--- src/rtl/fmap_stream_reader.sv ---
// ----------------------------------------------------------------------------
// fmap_stream_reader
//
// Source end of the pixel stream. On a start request it walks a feature map
// of IMG_W x IMG_H pixels held in a synchronous-read memory, starting at
// base_addr, and emits the pixels in raster order with a per-pixel valid.
// Read issue can be throttled with ce; the read-return path is never
// throttled, so every issued read produces exactly one output pixel two
// cycles later.
//
// Ports
//   clk        clock, rising edge
//   rst        synchronous active-low reset
//   ce         issue enable (low stalls read issue only)
//   start      one-cycle frame start request (accepted only when idle)
//   base_addr  frame base address, sampled with an accepted start
//   rd_en      memory read strobe (combinational from state and ce)
//   rd_addr    memory read address (registered)
//   rd_data    memory data, valid one cycle after rd_en
//   dout       pixel value, holds when dout_vld is low
//   dout_vld   pixel qualifier
//   dout_col   column of the current pixel
//   dout_row   row of the current pixel
//   dout_eol   last pixel of a row
//   dout_last  last pixel of the frame
//   busy       frame in progress
//   done       one-cycle frame-complete pulse (same cycle as dout_last)
// ----------------------------------------------------------------------------
module fmap_stream_reader #(
   parameter int WIDTH = 8,
   parameter int IMG_W = 28,
   parameter int IMG_H = 28,
   parameter int AW    = 10
) (
   input  logic                     clk,
   input  logic                     rst,
   input  logic                     ce,
   input  logic                     start,
   input  logic [AW-1:0]            base_addr,
   output logic                     rd_en,
   output logic [AW-1:0]            rd_addr,
   input  logic [WIDTH-1:0]         rd_data,
   output logic [WIDTH-1:0]         dout,
   output logic                     dout_vld,
   output logic [$clog2(IMG_W)-1:0] dout_col,
   output logic [$clog2(IMG_H)-1:0] dout_row,
   output logic                     dout_eol,
   output logic                     dout_last,
   output logic                     busy,
   output logic                     done
);

   localparam int NPIX  = IMG_W * IMG_H;
   localparam int CNT_W = $clog2(NPIX);
   localparam int COL_W = $clog2(IMG_W);
   localparam int ROW_W = $clog2(IMG_H);

   localparam logic [CNT_W-1:0] LAST_IDX = CNT_W'(NPIX - 1);
   localparam logic [COL_W-1:0] COL_MAX  = COL_W'(IMG_W - 1);
   localparam logic [ROW_W-1:0] ROW_MAX  = ROW_W'(IMG_H - 1);

   localparam logic [1:0] ST_IDLE  = 2'd0;
   localparam logic [1:0] ST_RUN   = 2'd1;
   localparam logic [1:0] ST_DRAIN = 2'd2;

   // The address space must be able to hold one whole frame.
   if (AW < CNT_W) begin : g_aw_check
      $error("fmap_stream_reader: AW too small for IMG_W*IMG_H");
   end

   logic [1:0]       state_r;
   logic [1:0]       state_nxt_s;
   logic             busy_r;
   logic [CNT_W-1:0] issue_cnt_r;
   logic [AW-1:0]    rd_addr_r;
   logic             vld_p1_r;     // read issued last cycle, data on rd_data now
   logic [WIDTH-1:0] dout_r;
   logic             dout_vld_r;
   logic [COL_W-1:0] col_r;
   logic [ROW_W-1:0] row_r;
   logic [COL_W-1:0] col_nxt_s;
   logic [ROW_W-1:0] row_nxt_s;
   logic             eol_r;
   logic             last_r;

   assign rd_en     = (state_r == ST_RUN) && ce;
   assign rd_addr   = rd_addr_r;
   assign dout      = dout_r;
   assign dout_vld  = dout_vld_r;
   assign dout_col  = col_r;
   assign dout_row  = row_r;
   assign dout_eol  = eol_r;
   assign dout_last = last_r;
   assign done      = last_r;
   assign busy      = busy_r;

   // Frame sequencing: idle -> issuing reads -> waiting for the last pixel.
   always_comb begin
      state_nxt_s = state_r;
      case (state_r)
         ST_IDLE: begin
            if (start) state_nxt_s = ST_RUN;
            else       state_nxt_s = ST_IDLE;
         end
         ST_RUN: begin
            if (ce && (issue_cnt_r == LAST_IDX)) state_nxt_s = ST_DRAIN;
            else                                 state_nxt_s = ST_RUN;
         end
         ST_DRAIN: begin
            // The final pixel is on the output this cycle, so the frame is over.
            if (last_r) state_nxt_s = ST_IDLE;
            else        state_nxt_s = ST_DRAIN;
         end
         default: state_nxt_s = ST_IDLE;
      endcase
   end

   // State, busy flag and read-issue address/counter.
   always_ff @(posedge clk) begin
      if (!rst) begin
         state_r     <= ST_IDLE;
         busy_r      <= 1'b0;
         issue_cnt_r <= {CNT_W{1'b0}};
         rd_addr_r   <= {AW{1'b0}};
      end else begin
         state_r <= state_nxt_s;
         busy_r  <= (state_nxt_s != ST_IDLE);
         if ((state_r == ST_IDLE) && start) begin
            issue_cnt_r <= {CNT_W{1'b0}};
            rd_addr_r   <= base_addr;
         end else if (rd_en) begin
            // rd_addr tracks base + issue count; wraps naturally at 2^AW.
            issue_cnt_r <= issue_cnt_r + CNT_W'(1);
            rd_addr_r   <= rd_addr_r + AW'(1);
         end else begin
            issue_cnt_r <= issue_cnt_r;
            rd_addr_r   <= rd_addr_r;
         end
      end
   end

   // Position of the pixel shown next: advances once per emitted pixel.
   always_comb begin
      col_nxt_s = col_r;
      row_nxt_s = row_r;
      if (dout_vld_r) begin
         if (col_r == COL_MAX) begin
            col_nxt_s = {COL_W{1'b0}};
            if (row_r == ROW_MAX) row_nxt_s = {ROW_W{1'b0}};
            else                  row_nxt_s = row_r + ROW_W'(1);
         end else begin
            col_nxt_s = col_r + COL_W'(1);
            row_nxt_s = row_r;
         end
      end else begin
         col_nxt_s = col_r;
         row_nxt_s = row_r;
      end
   end

   // Return path: capture read data and flag row/frame ends. Not gated by ce.
   always_ff @(posedge clk) begin
      if (!rst) begin
         vld_p1_r   <= 1'b0;
         dout_vld_r <= 1'b0;
         dout_r     <= {WIDTH{1'b0}};
         col_r      <= {COL_W{1'b0}};
         row_r      <= {ROW_W{1'b0}};
         eol_r      <= 1'b0;
         last_r     <= 1'b0;
      end else begin
         vld_p1_r   <= rd_en;
         dout_vld_r <= vld_p1_r;
         if (vld_p1_r) dout_r <= rd_data;
         else          dout_r <= dout_r;
         col_r  <= col_nxt_s;
         row_r  <= row_nxt_s;
         eol_r  <= vld_p1_r && (col_nxt_s == COL_MAX);
         last_r <= vld_p1_r && (col_nxt_s == COL_MAX) && (row_nxt_s == ROW_MAX);
      end
   end

endmodule

--- config.mk ---
export PLATFORM = sky130hd
export DESIGN_NAME = fmap_stream_reader
export DESIGN_NICKNAME = d
export VERILOG_FILES = /design/src/rtl/fmap_stream_reader.sv
export SDC_FILE = /design/constraint.sdc
export NUM_CORES = 1
export LEC_CHECK = 0
export BUFFER_PORTS_ARGS = -buffer_cell sky130_fd_sc_hd__buf_4
export CAP_MARGIN = 20
export CORE_ASPECT_RATIO = 1.75
export CORE_UTILIZATION = 46
export CTS_CLUSTER_DIAMETER = 150
export CTS_CLUSTER_SIZE = 25
export DETAILED_ROUTE_END_ITERATION = 6
export GPL_TIMING_DRIVEN = 0
export PLACE_DENSITY = 0.71
export SYNTH_ARGS = -nofsm -noshare
export SYNTH_HDL_FRONTEND = slang
export SYNTH_SLANG_ARGS = --single-unit
--- constraint.sdc ---
create_clock -name clk -period 2.2 [get_ports clk]
set_input_delay 0.44 -clock clk [delete_from_list [all_inputs] [get_ports clk]]
set_output_delay 0.44 -clock clk [all_outputs]
set_load 0.05 [all_outputs]
==> flow_summary.ini <==
[setup_path]
slowest_stage = dfxtp_1
rrSetupSlack_ns = 0.27
end_kind = flip-flop
crit_buf_inv = 0
worstPathArrival_ns = 2.13
r2r_start = dout_col[0]
worst-setup-path-type = flip-flop to flip-flop
slowest_delay_ns = 0.44
cp_top_family = flip-flops
cp_max_fo = 6
crit_chain = ha_1 > nand3b_2 > nor3_1 > mux2_4 > a2111oi_4
r2r_end = done
cp-start-kind = flip-flop
worst-r2r-cell-count = 5
cp.required_ns = 2.40

[placement]
dp_hpwl_um = 3300
routabilityCongestion = 0.833
dpl_cell_area_mm2 = 0.00258
dp_cells = 343
port_buffers = 55

[synth]
synth_commonest_cells = 45 x dfxtp_1, 34 x nor2_1, 21 x nand2_1, 14 x a21oi_1, 13 x xnor2_1
synth_most_common_cell = dfxtp_1
ys_ff_latch = 45
synth_fp_nets = 263
syn_inst = 237
ys_async_sr_fraction_pct = 0
ys_warn_count = 0
synth_area_mm2 = 0.00211
syn_avg_cell_area_um2 = 8.89
synth.area.top_cells = dfxtp_1 43%, nor2_1 6.1%, xnor2_1 5.4%
ys_types = 45
synth_seq_area_share_pct = 42.8
yosys.area.top_type = dfxtp_1
synthFlopType = dfxtp_1
yosysTopAreaCellShare_pct = 42.8
synth_edf_count = 0

[sta]
tightest_slew_ns = 0.634
holdWs_ns = 0.366
fin_crit_ns = 1.93
period_share_pct = 87.8
tns_ns = 0
finalClockSkew_ns = 0.0105
slew_violations = 0
rsz0062_at_grt = false
hold_violations = 0
fmax_mhz = 518
relSlewSlack_pct = 57.7
finalSetupViolCount = 0

[drt]
drc = 0
routed_wl_um = 4540
drt_iter0_markers = 19
via_per_inst = 5.40
drt-pass1-iter-count = 4
post_drt_wl_per_cell_um = 12.9
drtAntennaViolNets = 0
vias = 1897

[clock_tree]
clk_pin_slew_ns = 0.09
clock_latency_ns = 0.31
htreeDepth = 2
cts_setup_buffers = 0
clock_path_buffers = 2
numCtsBuffers = 5
cts_tree = yes
cts_resized = 0
cts-root-buf = clkbuf_8
hold_buffers = 0
cts_sinks = 45

[floorplanning]
die_area_mm2 = 0.00486
start_util_pct = 47.8
num_rows = 32
core_area_mm2 = 0.00440
die_y_um = 91.5
ios = 56
dieWidth_um = 53.1

[final_layout]
syn_to_final_growth_pct = 29.2
nets = 325
diodes = 0
multi_input_area_mm2 = 0.00112
drive_gt1_share_pct = 26.3
fin_cells = 351
fin_area_mm2 = 0.00272
fill_cells = 413
ff_latch_area_um2 = 901

[flow_run]
maxCapViolations = 0

[grt]
grt_use_total_pct = 20.7
antenna_found_initial = 0
grt-ovfl-total = 0
grt_pass1_vias = 1789
grt_max_degree = 16
grt_pass1_wl_um = 7560

[worst_hold_path]
whs_endpoint = dout[5]
hold_depth = 3
worstHoldStart = rd_data[5]
min_path_type = input port to flip-flop

[pwr]
power_w = 0.00187
power.leakage_nw = 1.07
p_per_area_mw_per_mm2 = 689
ir_drop_uv = 570

[run_status]
status = finished clean
==> stage by stage <==
step | util, % | setup WS, ns
final | 61.8 | 0.269
after floorplan | - | 0.119
after detailed placement | 58.6 | 0.291
after global placement | 58.6 | 0.321
after CTS | 61.8 | 0.263
after global routing | 61.8 | 0.0973
==> registers in the layout (all words and copies together) (netlist names), 2 cells and up <==
| signal | count |
|---|---|
| issue_cnt_r | 10 |
| rd_addr | 10 |
| dout | 8 |
| dout_col | 5 |
| dout_row | 5 |
| state_r | 2 |
==> area by class of cell <==
cell class / count / share of cell area, %
inverter: 6 / 0.920
tap: 51 / 2.35
timing repair buffer: 55 / 15.2
clock buffer: 5 / 2.53
sequential: 45 / 33.1
clock inverter: 3 / 2.53
buffer: 11 / 2.12
multi-input combinational: 175 / 41.3
==> worst register-to-register path: stages (launching register included) <==
cell and delay (ns):
dfxtp_1 0.44, ha_1 0.29, nand3b_2 0.16, nor3_1 0.27
mux2_4 0.35, a2111oi_4 0.33
==> placed cells by master, fill, tap and decap left out, types with 2 or more instances in the layout <==
cell and count:
a211oi_1 3, a21oi_1 14, a311oi_1 4, and2_1 3, and3_1 3, buf_2 4, buf_4 58, bufinv_16 2
clkbuf_1 3, clkbuf_8 5, dfxtp_1 45, ha_1 4, inv_1 5, mux2i_1 9, nand2_1 21, nand3_1 8
nand3b_1 3, nand4_1 6, nand4b_1 5, nor2_1 34, nor2b_1 2, nor3_1 7, nor4_1 2, o21ai_0 11
or3_1 2, xnor2_1 13, xor2_1 3
==> layer usage <==
layer	track usage (%)	share of wire, %
met4	9.87	2.2
met3	4.19	3.9
met5	0	0
met1	21.9	42
met2	36.7	52
==> power by group <==
group          internal, W  switching, W  total, W
registers         0.000840     0.0000278  0.000868
clock network     0.000457      0.000304  0.000761
logic            0.0000907      0.000155  0.000245
==> worst max path at each step <==
stage,startpoint,to,depth (start not counted)
after CTS,dout_col[0],done,5
after global placement,dout_col[0],done,5
after detailed placement,dout_col[0],done,5
final,dout_col[0],done,5
after floorplan,dout_col[0],done,5
after global routing,dout_col[0],done,5
==> kinds of logic (layout without fill, tap and decap cells) <==
family	count (synthesis)	after routing	share of synthesized area (%)
AO/OA/AOI/OAI	41	41	13.5
XOR/XNOR	16	16	6.66
adder cells (fa/ha/maj)	4	4	2.38
buffers and inverters	17	80	3.92
flip-flops	45	45	42.8
multiplexers	10	10	4.99
AND/OR/NAND/NOR	104	104	25.7
Power figures use the tool's default switching activity.
